==> src/rtl/resize_coord_gen_pkg.sv <==
// Shared constants and types for the resize coordinate generator:
// default widths, the control FSM state encoding and Q-format helpers.
package resize_coord_gen_pkg;

    // Default width of image dimensions and integer source coordinates.
    localparam int DIM_W_DEF  = 16;
    // Default number of fractional bits in scale factors and weights.
    localparam int FRAC_W_DEF = 8;

    // Unity in the unsigned Q(DIM_W).(FRAC_W) format (1 << FRAC_W).
    localparam logic [FRAC_W_DEF:0] Q_ONE = {1'b1, {FRAC_W_DEF{1'b0}}};

    // Frame-level control states.
    typedef enum logic [1:0] {
        ST_IDLE = 2'd0,
        ST_RUN  = 2'd1,
        ST_DONE = 2'd2
    } state_e;

endpackage : resize_coord_gen_pkg

==> src/rtl/resize_coord_gen_if.sv <==
// Output beat bus of the coordinate generator towards the weight
// multipliers. The master owns the beat payload and o_valid, the slave
// owns o_ready (which doubles as the multiplier clock enable).
interface resize_coord_gen_if #(
    parameter int DIM_W  = resize_coord_gen_pkg::DIM_W_DEF,
    parameter int FRAC_W = resize_coord_gen_pkg::FRAC_W_DEF
);

    logic              o_valid;
    logic              o_ready;
    logic [DIM_W-1:0]  o_src_x;
    logic [DIM_W-1:0]  o_src_y;
    logic [FRAC_W-1:0] o_fx;
    logic [FRAC_W-1:0] o_fy;
    logic              o_eol;
    logic              o_eof;

    modport master (
        output o_valid,
        output o_src_x,
        output o_src_y,
        output o_fx,
        output o_fy,
        output o_eol,
        output o_eof,
        input  o_ready
    );

    modport slave (
        input  o_valid,
        input  o_src_x,
        input  o_src_y,
        input  o_fx,
        input  o_fy,
        input  o_eol,
        input  o_eof,
        output o_ready
    );

endinterface : resize_coord_gen_if

==> src/rtl/resize_coord_gen_axis.sv <==
// One axis of the coordinate walk: an output-position counter and a
// saturating fixed-point accumulator that steps by the scale factor.
// When the counter sits on the last output index the next advance wraps
// both back to zero. The accumulator is split into integer source
// coordinate and fractional weight, clamped to the source extent.
module resize_coord_gen_axis
    import resize_coord_gen_pkg::*;
#(
    parameter int DIM_W  = DIM_W_DEF,
    parameter int FRAC_W = FRAC_W_DEF
) (
    input  logic                    clk,
    input  logic                    reset,
    input  logic                    clr_i,      // restart the walk at position 0
    input  logic                    adv_i,      // step to the next output position
    input  logic [DIM_W+FRAC_W-1:0] scale_i,    // source step per output pixel
    input  logic [DIM_W-1:0]        last_i,     // last output index (out - 1)
    input  logic [DIM_W-1:0]        lim_i,      // last source index (in - 1)
    output logic                    at_last_o,  // counter is on the last index
    output logic [DIM_W-1:0]        src_o,      // clamped integer source coord
    output logic [FRAC_W-1:0]       frac_o      // weight, zero when clamped
);

    localparam int ACC_W = DIM_W + FRAC_W + 1;

    localparam logic [DIM_W-1:0] CNT_ONE = {{(DIM_W-1){1'b0}}, 1'b1};

    logic [ACC_W-1:0] acc_q;
    logic [ACC_W-1:0] acc_d;
    logic [DIM_W-1:0] cnt_q;
    logic [DIM_W-1:0] cnt_d;
    logic [ACC_W:0]   sum_s;
    logic [DIM_W:0]   int_s;

    // Next counter/accumulator value: clear, wrap at row end, or step with saturation.
    always_comb begin
        sum_s     = {1'b0, acc_q} + {2'b00, scale_i};
        at_last_o = (cnt_q == last_i);
        cnt_d     = cnt_q;
        acc_d     = acc_q;
        if (clr_i) begin
            cnt_d = {DIM_W{1'b0}};
            acc_d = {ACC_W{1'b0}};
        end else if (adv_i) begin
            if (at_last_o) begin
                cnt_d = {DIM_W{1'b0}};
                acc_d = {ACC_W{1'b0}};
            end else begin
                cnt_d = cnt_q + CNT_ONE;
                acc_d = sum_s[ACC_W] ? {ACC_W{1'b1}} : sum_s[ACC_W-1:0];
            end
        end else begin
            cnt_d = cnt_q;
            acc_d = acc_q;
        end
    end

    // Split the accumulator into source index and weight, clamping past the source edge.
    always_comb begin
        int_s = acc_q[ACC_W-1:FRAC_W];
        if (int_s > {1'b0, lim_i}) begin
            src_o  = lim_i;
            frac_o = {FRAC_W{1'b0}};
        end else begin
            src_o  = int_s[DIM_W-1:0];
            frac_o = acc_q[FRAC_W-1:0];
        end
    end

    // Walk state registers.
    always_ff @(posedge clk or posedge reset) begin
        if (reset) begin
            cnt_q <= {DIM_W{1'b0}};
            acc_q <= {ACC_W{1'b0}};
        end else begin
            cnt_q <= cnt_d;
            acc_q <= acc_d;
        end
    end

endmodule : resize_coord_gen_axis

==> src/rtl/resize_coord_gen.sv <==
// Resize coordinate generator. Walks the destination raster row by row and
// emits, per output pixel, the clamped integer source coordinate and the
// fractional weight on both axes through a single output register with a
// valid/ready handshake. Holds the frame FSM and the latched configuration.
module resize_coord_gen
    import resize_coord_gen_pkg::*;
#(
    parameter int DIM_W  = DIM_W_DEF,
    parameter int FRAC_W = FRAC_W_DEF
) (
    input  logic                    clk,
    input  logic                    reset,
    input  logic                    start,
    input  logic [DIM_W-1:0]        in_w,
    input  logic [DIM_W-1:0]        in_h,
    input  logic [DIM_W-1:0]        out_w,
    input  logic [DIM_W-1:0]        out_h,
    input  logic [DIM_W+FRAC_W-1:0] scale_x,
    input  logic [DIM_W+FRAC_W-1:0] scale_y,
    output logic                    busy,
    output logic                    done,
    resize_coord_gen_if.master      out_if
);

    localparam logic [DIM_W-1:0] DIM_ONE  = {{(DIM_W-1){1'b0}}, 1'b1};
    localparam logic [DIM_W-1:0] DIM_ZERO = {DIM_W{1'b0}};

    // Frame control
    state_e state_q;
    logic   busy_q;
    logic   done_q;
    logic   last_loaded_q;   // eof beat already sits in the output register

    // Latched configuration, stored as last indices
    logic [DIM_W-1:0]        lim_x_q;
    logic [DIM_W-1:0]        lim_y_q;
    logic [DIM_W-1:0]        last_x_q;
    logic [DIM_W-1:0]        last_y_q;
    logic [DIM_W+FRAC_W-1:0] scale_x_q;
    logic [DIM_W+FRAC_W-1:0] scale_y_q;

    // Output register
    logic              valid_q;
    logic [DIM_W-1:0]  src_x_q;
    logic [DIM_W-1:0]  src_y_q;
    logic [FRAC_W-1:0] fx_q;
    logic [FRAC_W-1:0] fy_q;
    logic              eol_q;
    logic              eof_q;

    // Generator view
    logic              start_acc_s;
    logic              empty_s;
    logic              load_s;
    logic              eof_acc_s;
    logic              x_last_s;
    logic              y_last_s;
    logic              y_adv_s;
    logic [DIM_W-1:0]  gen_src_x_s;
    logic [DIM_W-1:0]  gen_src_y_s;
    logic [FRAC_W-1:0] gen_fx_s;
    logic [FRAC_W-1:0] gen_fy_s;

    // Handshake decode: start acceptance, output-register load and eof acceptance.
    always_comb begin
        start_acc_s = (state_q == ST_IDLE) && start;
        empty_s     = (out_w == DIM_ZERO) || (out_h == DIM_ZERO);
        load_s      = (state_q == ST_RUN) && !last_loaded_q && (!valid_q || out_if.o_ready);
        eof_acc_s   = (state_q == ST_RUN) && valid_q && out_if.o_ready && eof_q;
        y_adv_s     = load_s && x_last_s;
    end

    resize_coord_gen_axis #(
        .DIM_W  (DIM_W),
        .FRAC_W (FRAC_W)
    ) u_axis_x (
        .clk       (clk),
        .reset     (reset),
        .clr_i     (start_acc_s),
        .adv_i     (load_s),
        .scale_i   (scale_x_q),
        .last_i    (last_x_q),
        .lim_i     (lim_x_q),
        .at_last_o (x_last_s),
        .src_o     (gen_src_x_s),
        .frac_o    (gen_fx_s)
    );

    resize_coord_gen_axis #(
        .DIM_W  (DIM_W),
        .FRAC_W (FRAC_W)
    ) u_axis_y (
        .clk       (clk),
        .reset     (reset),
        .clr_i     (start_acc_s),
        .adv_i     (y_adv_s),
        .scale_i   (scale_y_q),
        .last_i    (last_y_q),
        .lim_i     (lim_y_q),
        .at_last_o (y_last_s),
        .src_o     (gen_src_y_s),
        .frac_o    (gen_fy_s)
    );

    // Frame FSM with registered busy/done; an empty raster goes straight to DONE.
    always_ff @(posedge clk or posedge reset) begin
        if (reset) begin
            state_q       <= ST_IDLE;
            busy_q        <= 1'b0;
            done_q        <= 1'b0;
            last_loaded_q <= 1'b0;
        end else begin
            case (state_q)
                ST_IDLE: begin
                    last_loaded_q <= 1'b0;
                    if (start) begin
                        busy_q <= 1'b1;
                        if (empty_s) begin
                            state_q <= ST_DONE;
                            done_q  <= 1'b1;
                        end else begin
                            state_q <= ST_RUN;
                            done_q  <= 1'b0;
                        end
                    end else begin
                        busy_q <= 1'b0;
                        done_q <= 1'b0;
                    end
                end
                ST_RUN: begin
                    if (load_s && x_last_s && y_last_s) begin
                        last_loaded_q <= 1'b1;
                    end else begin
                        last_loaded_q <= last_loaded_q;
                    end
                    if (eof_acc_s) begin
                        state_q <= ST_DONE;
                        done_q  <= 1'b1;
                    end else begin
                        done_q  <= 1'b0;
                    end
                end
                ST_DONE: begin
                    state_q <= ST_IDLE;
                    busy_q  <= 1'b0;
                    done_q  <= 1'b0;
                end
                default: begin
                    state_q       <= ST_IDLE;
                    busy_q        <= 1'b0;
                    done_q        <= 1'b0;
                    last_loaded_q <= 1'b0;
                end
            endcase
        end
    end

    // Configuration latch, loaded only when a start is accepted.
    always_ff @(posedge clk or posedge reset) begin
        if (reset) begin
            lim_x_q   <= DIM_ZERO;
            lim_y_q   <= DIM_ZERO;
            last_x_q  <= DIM_ZERO;
            last_y_q  <= DIM_ZERO;
            scale_x_q <= {(DIM_W+FRAC_W){1'b0}};
            scale_y_q <= {(DIM_W+FRAC_W){1'b0}};
        end else if (start_acc_s) begin
            lim_x_q   <= in_w - DIM_ONE;
            lim_y_q   <= in_h - DIM_ONE;
            last_x_q  <= out_w - DIM_ONE;
            last_y_q  <= out_h - DIM_ONE;
            scale_x_q <= scale_x;
            scale_y_q <= scale_y;
        end else begin
            lim_x_q   <= lim_x_q;
            lim_y_q   <= lim_y_q;
            last_x_q  <= last_x_q;
            last_y_q  <= last_y_q;
            scale_x_q <= scale_x_q;
            scale_y_q <= scale_y_q;
        end
    end

    // Output register: loads a new beat when empty or consumed, holds under stall.
    always_ff @(posedge clk or posedge reset) begin
        if (reset) begin
            valid_q <= 1'b0;
            src_x_q <= DIM_ZERO;
            src_y_q <= DIM_ZERO;
            fx_q    <= {FRAC_W{1'b0}};
            fy_q    <= {FRAC_W{1'b0}};
            eol_q   <= 1'b0;
            eof_q   <= 1'b0;
        end else if (load_s) begin
            valid_q <= 1'b1;
            src_x_q <= gen_src_x_s;
            src_y_q <= gen_src_y_s;
            fx_q    <= gen_fx_s;
            fy_q    <= gen_fy_s;
            eol_q   <= x_last_s;
            eof_q   <= x_last_s && y_last_s;
        end else if (valid_q && out_if.o_ready) begin
            valid_q <= 1'b0;
        end else begin
            valid_q <= valid_q;
        end
    end

    assign busy           = busy_q;
    assign done           = done_q;
    assign out_if.o_valid = valid_q;
    assign out_if.o_src_x = src_x_q;
    assign out_if.o_src_y = src_y_q;
    assign out_if.o_fx    = fx_q;
    assign out_if.o_fy    = fy_q;
    assign out_if.o_eol   = eol_q;
    assign out_if.o_eof   = eof_q;

endmodule : resize_coord_gen
==> src/flat_wrapper.sv <==
// flat-port wrapper written by rule: the top's interface ports become plain ports
module resize_coord_gen_flat import resize_coord_gen_pkg::*;
#(
    parameter int DIM_W  = DIM_W_DEF,
    parameter int FRAC_W = FRAC_W_DEF
)
  (clk, reset, start, in_w, in_h, out_w, out_h, scale_x, scale_y, busy, done, out_if_o_valid, out_if_o_src_x, out_if_o_src_y, out_if_o_fx, out_if_o_fy, out_if_o_eol, out_if_o_eof, out_if_o_ready);
  resize_coord_gen_if #(.DIM_W(DIM_W), .FRAC_W(FRAC_W)) out_if_i ();
  input  logic clk;
  input  logic reset;
  input  logic start;
  input  logic [DIM_W-1:0] in_w;
  input  logic [DIM_W-1:0] in_h;
  input  logic [DIM_W-1:0] out_w;
  input  logic [DIM_W-1:0] out_h;
  input  logic [DIM_W+FRAC_W-1:0] scale_x;
  input  logic [DIM_W+FRAC_W-1:0] scale_y;
  output logic busy;
  output logic done;
  output wire logic [$bits(out_if_i.o_valid)-1:0] out_if_o_valid;
  output wire logic [$bits(out_if_i.o_src_x)-1:0] out_if_o_src_x;
  output wire logic [$bits(out_if_i.o_src_y)-1:0] out_if_o_src_y;
  output wire logic [$bits(out_if_i.o_fx)-1:0] out_if_o_fx;
  output wire logic [$bits(out_if_i.o_fy)-1:0] out_if_o_fy;
  output wire logic [$bits(out_if_i.o_eol)-1:0] out_if_o_eol;
  output wire logic [$bits(out_if_i.o_eof)-1:0] out_if_o_eof;
  input wire logic [$bits(out_if_i.o_ready)-1:0] out_if_o_ready;
  assign out_if_o_valid = out_if_i.o_valid;
  assign out_if_o_src_x = out_if_i.o_src_x;
  assign out_if_o_src_y = out_if_i.o_src_y;
  assign out_if_o_fx = out_if_i.o_fx;
  assign out_if_o_fy = out_if_i.o_fy;
  assign out_if_o_eol = out_if_i.o_eol;
  assign out_if_o_eof = out_if_i.o_eof;
  assign out_if_i.o_ready = out_if_o_ready;
  resize_coord_gen #(.DIM_W(DIM_W), .FRAC_W(FRAC_W)) u_core (.clk(clk), .reset(reset), .start(start), .in_w(in_w), .in_h(in_h), .out_w(out_w), .out_h(out_h), .scale_x(scale_x), .scale_y(scale_y), .busy(busy), .done(done), .out_if(out_if_i));
endmodule
==> config.mk <==
export PLATFORM = sky130hd
export DESIGN_NAME = resize_coord_gen_flat
export DESIGN_NICKNAME = d
export VERILOG_FILES = /design/src/rtl/resize_coord_gen_pkg.sv /design/src/rtl/resize_coord_gen_if.sv /design/src/rtl/resize_coord_gen_axis.sv /design/src/rtl/resize_coord_gen.sv /design/src/flat_wrapper.sv
export SDC_FILE = /design/constraint.sdc
export NUM_CORES = 1
export LEC_CHECK = 0
export ABC_CLOCK_PERIOD_IN_PS = 4900
export CORE_ASPECT_RATIO = 1.25
export CORE_UTILIZATION = 52
export CTS_BUF_LIST = sky130_fd_sc_hd__clkbuf_4 sky130_fd_sc_hd__clkbuf_8 sky130_fd_sc_hd__clkbuf_16
export DETAILED_ROUTE_END_ITERATION = 7
export PLACE_DENSITY = 0.77
export RECOVER_POWER = 100
export SLEW_MARGIN = 0
export SYNTH_ARGS = -nofsm -noshare
export SYNTH_HDL_FRONTEND = slang
export SYNTH_HIERARCHICAL = 1
export SYNTH_SLANG_ARGS = --single-unit
==> constraint.sdc <==
create_clock -name clk -period 4.9 [get_ports clk]
set_clock_uncertainty 0.15 [all_clocks]
set_input_delay 0.49 -clock clk [delete_from_list [all_inputs] [get_ports clk]]
set_output_delay 0.49 -clock clk [all_outputs]
set_load 0.02 [all_outputs]
==> metrics.txt <==
TritonCTS clock tree done; routed wire length ~40000 um; Buf+Inv Stages, Crit Path 2; Leak Pwr 8.68 nW; Slowest-stage cell, CP nor4_1; hold path depth 2; R2R depth 9; outcome finished, violations left; arrival time worst endpoint 4260 ps; Tightest Pin Transition ~2400 ps; failing checks capacitance limit, slew limit; CTS root buf clkbuf_16; Placer Congestion approximately 1; Total Routing Usage GR 0.276; FF+latch count, synth 250; MaxCap Viol Count 6; crit path time final 3970 ps; top cell type by total area after synthesis dfrtp_1; Post-synth EDFFs 0; wire length per cell around 18 um; vias in the first global route 13300; Power Density roughly 470 nW/um2; worst setup path category register to register; slowest stage delay, CP 1040 ps; Crit path required time between 5000 and 6000 ps; min-delay src u_core/out_if.o_src_y[10]$_DFFE_PP0N_; Final Slew Violations between 300 and 400; Avg Synthesized Cell Area 8.71 um2; First DRT Iteration DRCs roughly 860; VDD IR-drop max about 0.33 mV; initial antenna violation count 2; Worst setup SP type register; peak fanout along the critical path 13; post-layout util 0.629; total nets after synthesis between 1500 and 2000; Synth cell types 87; largest net degree at the start of global routing between 150 and 200; commonest register cell after synthesis dfrtp_1; pre-CTS setup slack 1120 ps; fraction of the yosys area taken by sequential cells 0.410; crit end category register; TNS Setup 0 ps; post-DP HPWL about 30000 um; Syn Std Cell Area between 15000 and 20000 um2; chip height 193 um; commonest non-fill, non-tap cells in the layout nand2_1 (457), dfrtp_1 (250), o21ai_0 (117); commonest non-fill, non-tap cell in the layout nand2_1; Resized cells post-CTS 0; clk buf depth 3; asr flop ratio synth 1.00; Synth area leaders dfrtp_1 (41%), nand2_1 (11%), ha_1 (7.2%), xor2_1 (4.1%), o21ai_0 (3.3%); CTS buffer count 27; Core Rows between 60 and 70; clk slew on worst S/H paths ~60 ps; Hold Buf Count CTS 0; Port Buffers 168; crit share post-route 0.810; endpoints failing setup 0; Top delay family on crit path simple AND/OR/NAND/NOR gates; first-pass GRT wire length 66900 um; worst r2r src u_core/u_axis_x/cnt_q[1]$_DFFE_PP0P_; final net count around 2100; CP Depth 9; Worst slew margin -0.582; die width roughly 160 um; vias per cell around 5.7; Yosys top cell area share 0.410; residual DRC count 0; total number of vias approximately 13000; ANT nets after route 0; synthesis-to-finish area growth 18.3%; placeable core area between 20000 and 30000 um2; Post-CTS Setup Inserts 0; clk_lat worst skew around 540 ps; total gr overflow 0; overall die area about 30000 um2; CP Cell Sequence xnor2_1 -> nand4_1 -> nor4_1 -> and2_0 -> inv_1 -> nor2_1 -> buf_4 -> nand2_1 -> o211ai_1; worst setup path start u_core/u_axis_x/cnt_q[1]$_DFFE_PP0P_; CTS sink count 250; Post-Syn Instances 1751; Peak Freq ~0.25 GHz; io pins between 150 and 200; layout cells sized above 1 0.0666; first drt pass iteration count 6; H-tree depth 1; final hold viol count 0; Initial Utilization 0.532; Synthesis Warnings 6; worst setup margin slightly above 900 ps; RSZ-0062 raised after global routing false; Hold Crit Class register to register
[stage by stage]
stage | area [um2] | hold WS, ps | power (mW) | cells
after detailed placement | 17200 | 312 | 6.41 | 2250
after global routing | 18000 | 331 | 9.01 | 2298
after global placement | 17200 | 309 | 6.33 | 2250
final | 18000 | 315 | 8.44 | 2298
after floorplan | 15300 | 300 | 5.39 | 1751
after CTS | 18100 | 315 | 8.52 | 2297
[path summary, 6_finish.rpt]
check                                                        end  slack, ps
max                        u_core/u_axis_y/acc_q[22]$_DFFE_PP0P_        930
min                        u_core/out_if.o_src_y[10]$_DFFE_PP0N_        310
max reg2reg                u_core/u_axis_y/acc_q[22]$_DFFE_PP0P_        930
min reg2reg                u_core/out_if.o_src_y[10]$_DFFE_PP0N_        310
max in group asynchronous      u_core/out_if.o_fx[4]$_DFFE_PP0N_       1910
min in group asynchronous       u_core/scale_y_q[18]$_DFFE_PP0P_       1100
[sequential cells by signal (all words and copies together), names as in the netlist]
signal                 flops
u_core/u_axis_x/acc_q     25
u_core/u_axis_x/cnt_q     16
u_core/u_axis_y/cnt_q     16
u_core/state_q             2
u_core/last_loaded_q       1
u_core/out_if.o_src_y     16
u_core/out_if.o_eof        1
u_core/out_if.o_src_x     16
u_core/last_y_q           16
u_core/out_if.o_fx         8
u_core/out_if.o_valid      1
u_core/scale_y_q          24
u_core/lim_x_q            16
u_core/out_if.o_fy         8
u_core/last_x_q           16
u_core/u_axis_y/acc_q     25
u_core/out_if.o_eol        1
u_core/scale_x_q          24
u_core/lim_y_q            16
u_core/busy                1
u_core/done                1
[final cells by class]
type	instances	area, um2
fillers	2493	10600
clock buffers	38	796
flip-flops and latches	250	6260
multi-input cells	1364	8380
well taps	390	488
clock inverters	9	100
repair buffers	182	1770
inverters	64	244
diodes	1	2.50
[logic make-up after synthesis]
kind of cell / synth area share
AO/OA/AOI/OAI: 0.142
XOR/XNOR: 0.0735
adder cells (fa/ha/maj): 0.0748
buffers and inverters: 0.0384
flip-flops: 0.410
multiplexers: 0.0274
AND/OR/NAND/NOR: 0.234
[worst reg2reg max path: stages (launching register included)]
cell and delay [ps]:
dfrtp_1 450, xnor2_1 180, nand4_1 110, nor4_1 1040, and2_0 490, inv_1 130, nor2_1 640, buf_4 310
nand2_1 210, o211ai_1 180
[routing by layer]
layer | track usage | routed length (um) | up-vias
met5 | 0 | 12 | -
met1 | 0.336 | 16300 | 6233
li1 | - | - | 6301
met4 | 0.123 | 1860 | 2
met2 | 0.489 | 20600 | 366
met3 | 0.0278 | 1800 | 101
[Yosys cell counts (8+ instances only)]
library cell and n:
nand2_1 456, dfrtp_1 250, nor2_1 115, o21ai_0 102, ha_1 88, xor2_1 72, inv_1 63, a21oi_1 59
xnor2_1 56, clkbuf_1 43, nand4_1 41, nand3_1 33, mux2_2 30, and2_1 22, a221o_1 21, buf_2 21
nor3_1 21, a21o_1 20, o21ai_1 18, a31oi_1 14, o31ai_1 14, nand2b_1 13, nor2b_1 12, nor4_1 10
o211ai_1 10, and3_1 8, mux2i_1 8
[power by group]
group	internal, mW	switching [mW]
combinational	1.47	1.79
clock	1.23	0.843
sequential	2.60	0.511
Note: power is estimated with default switching activity, not from simulation.
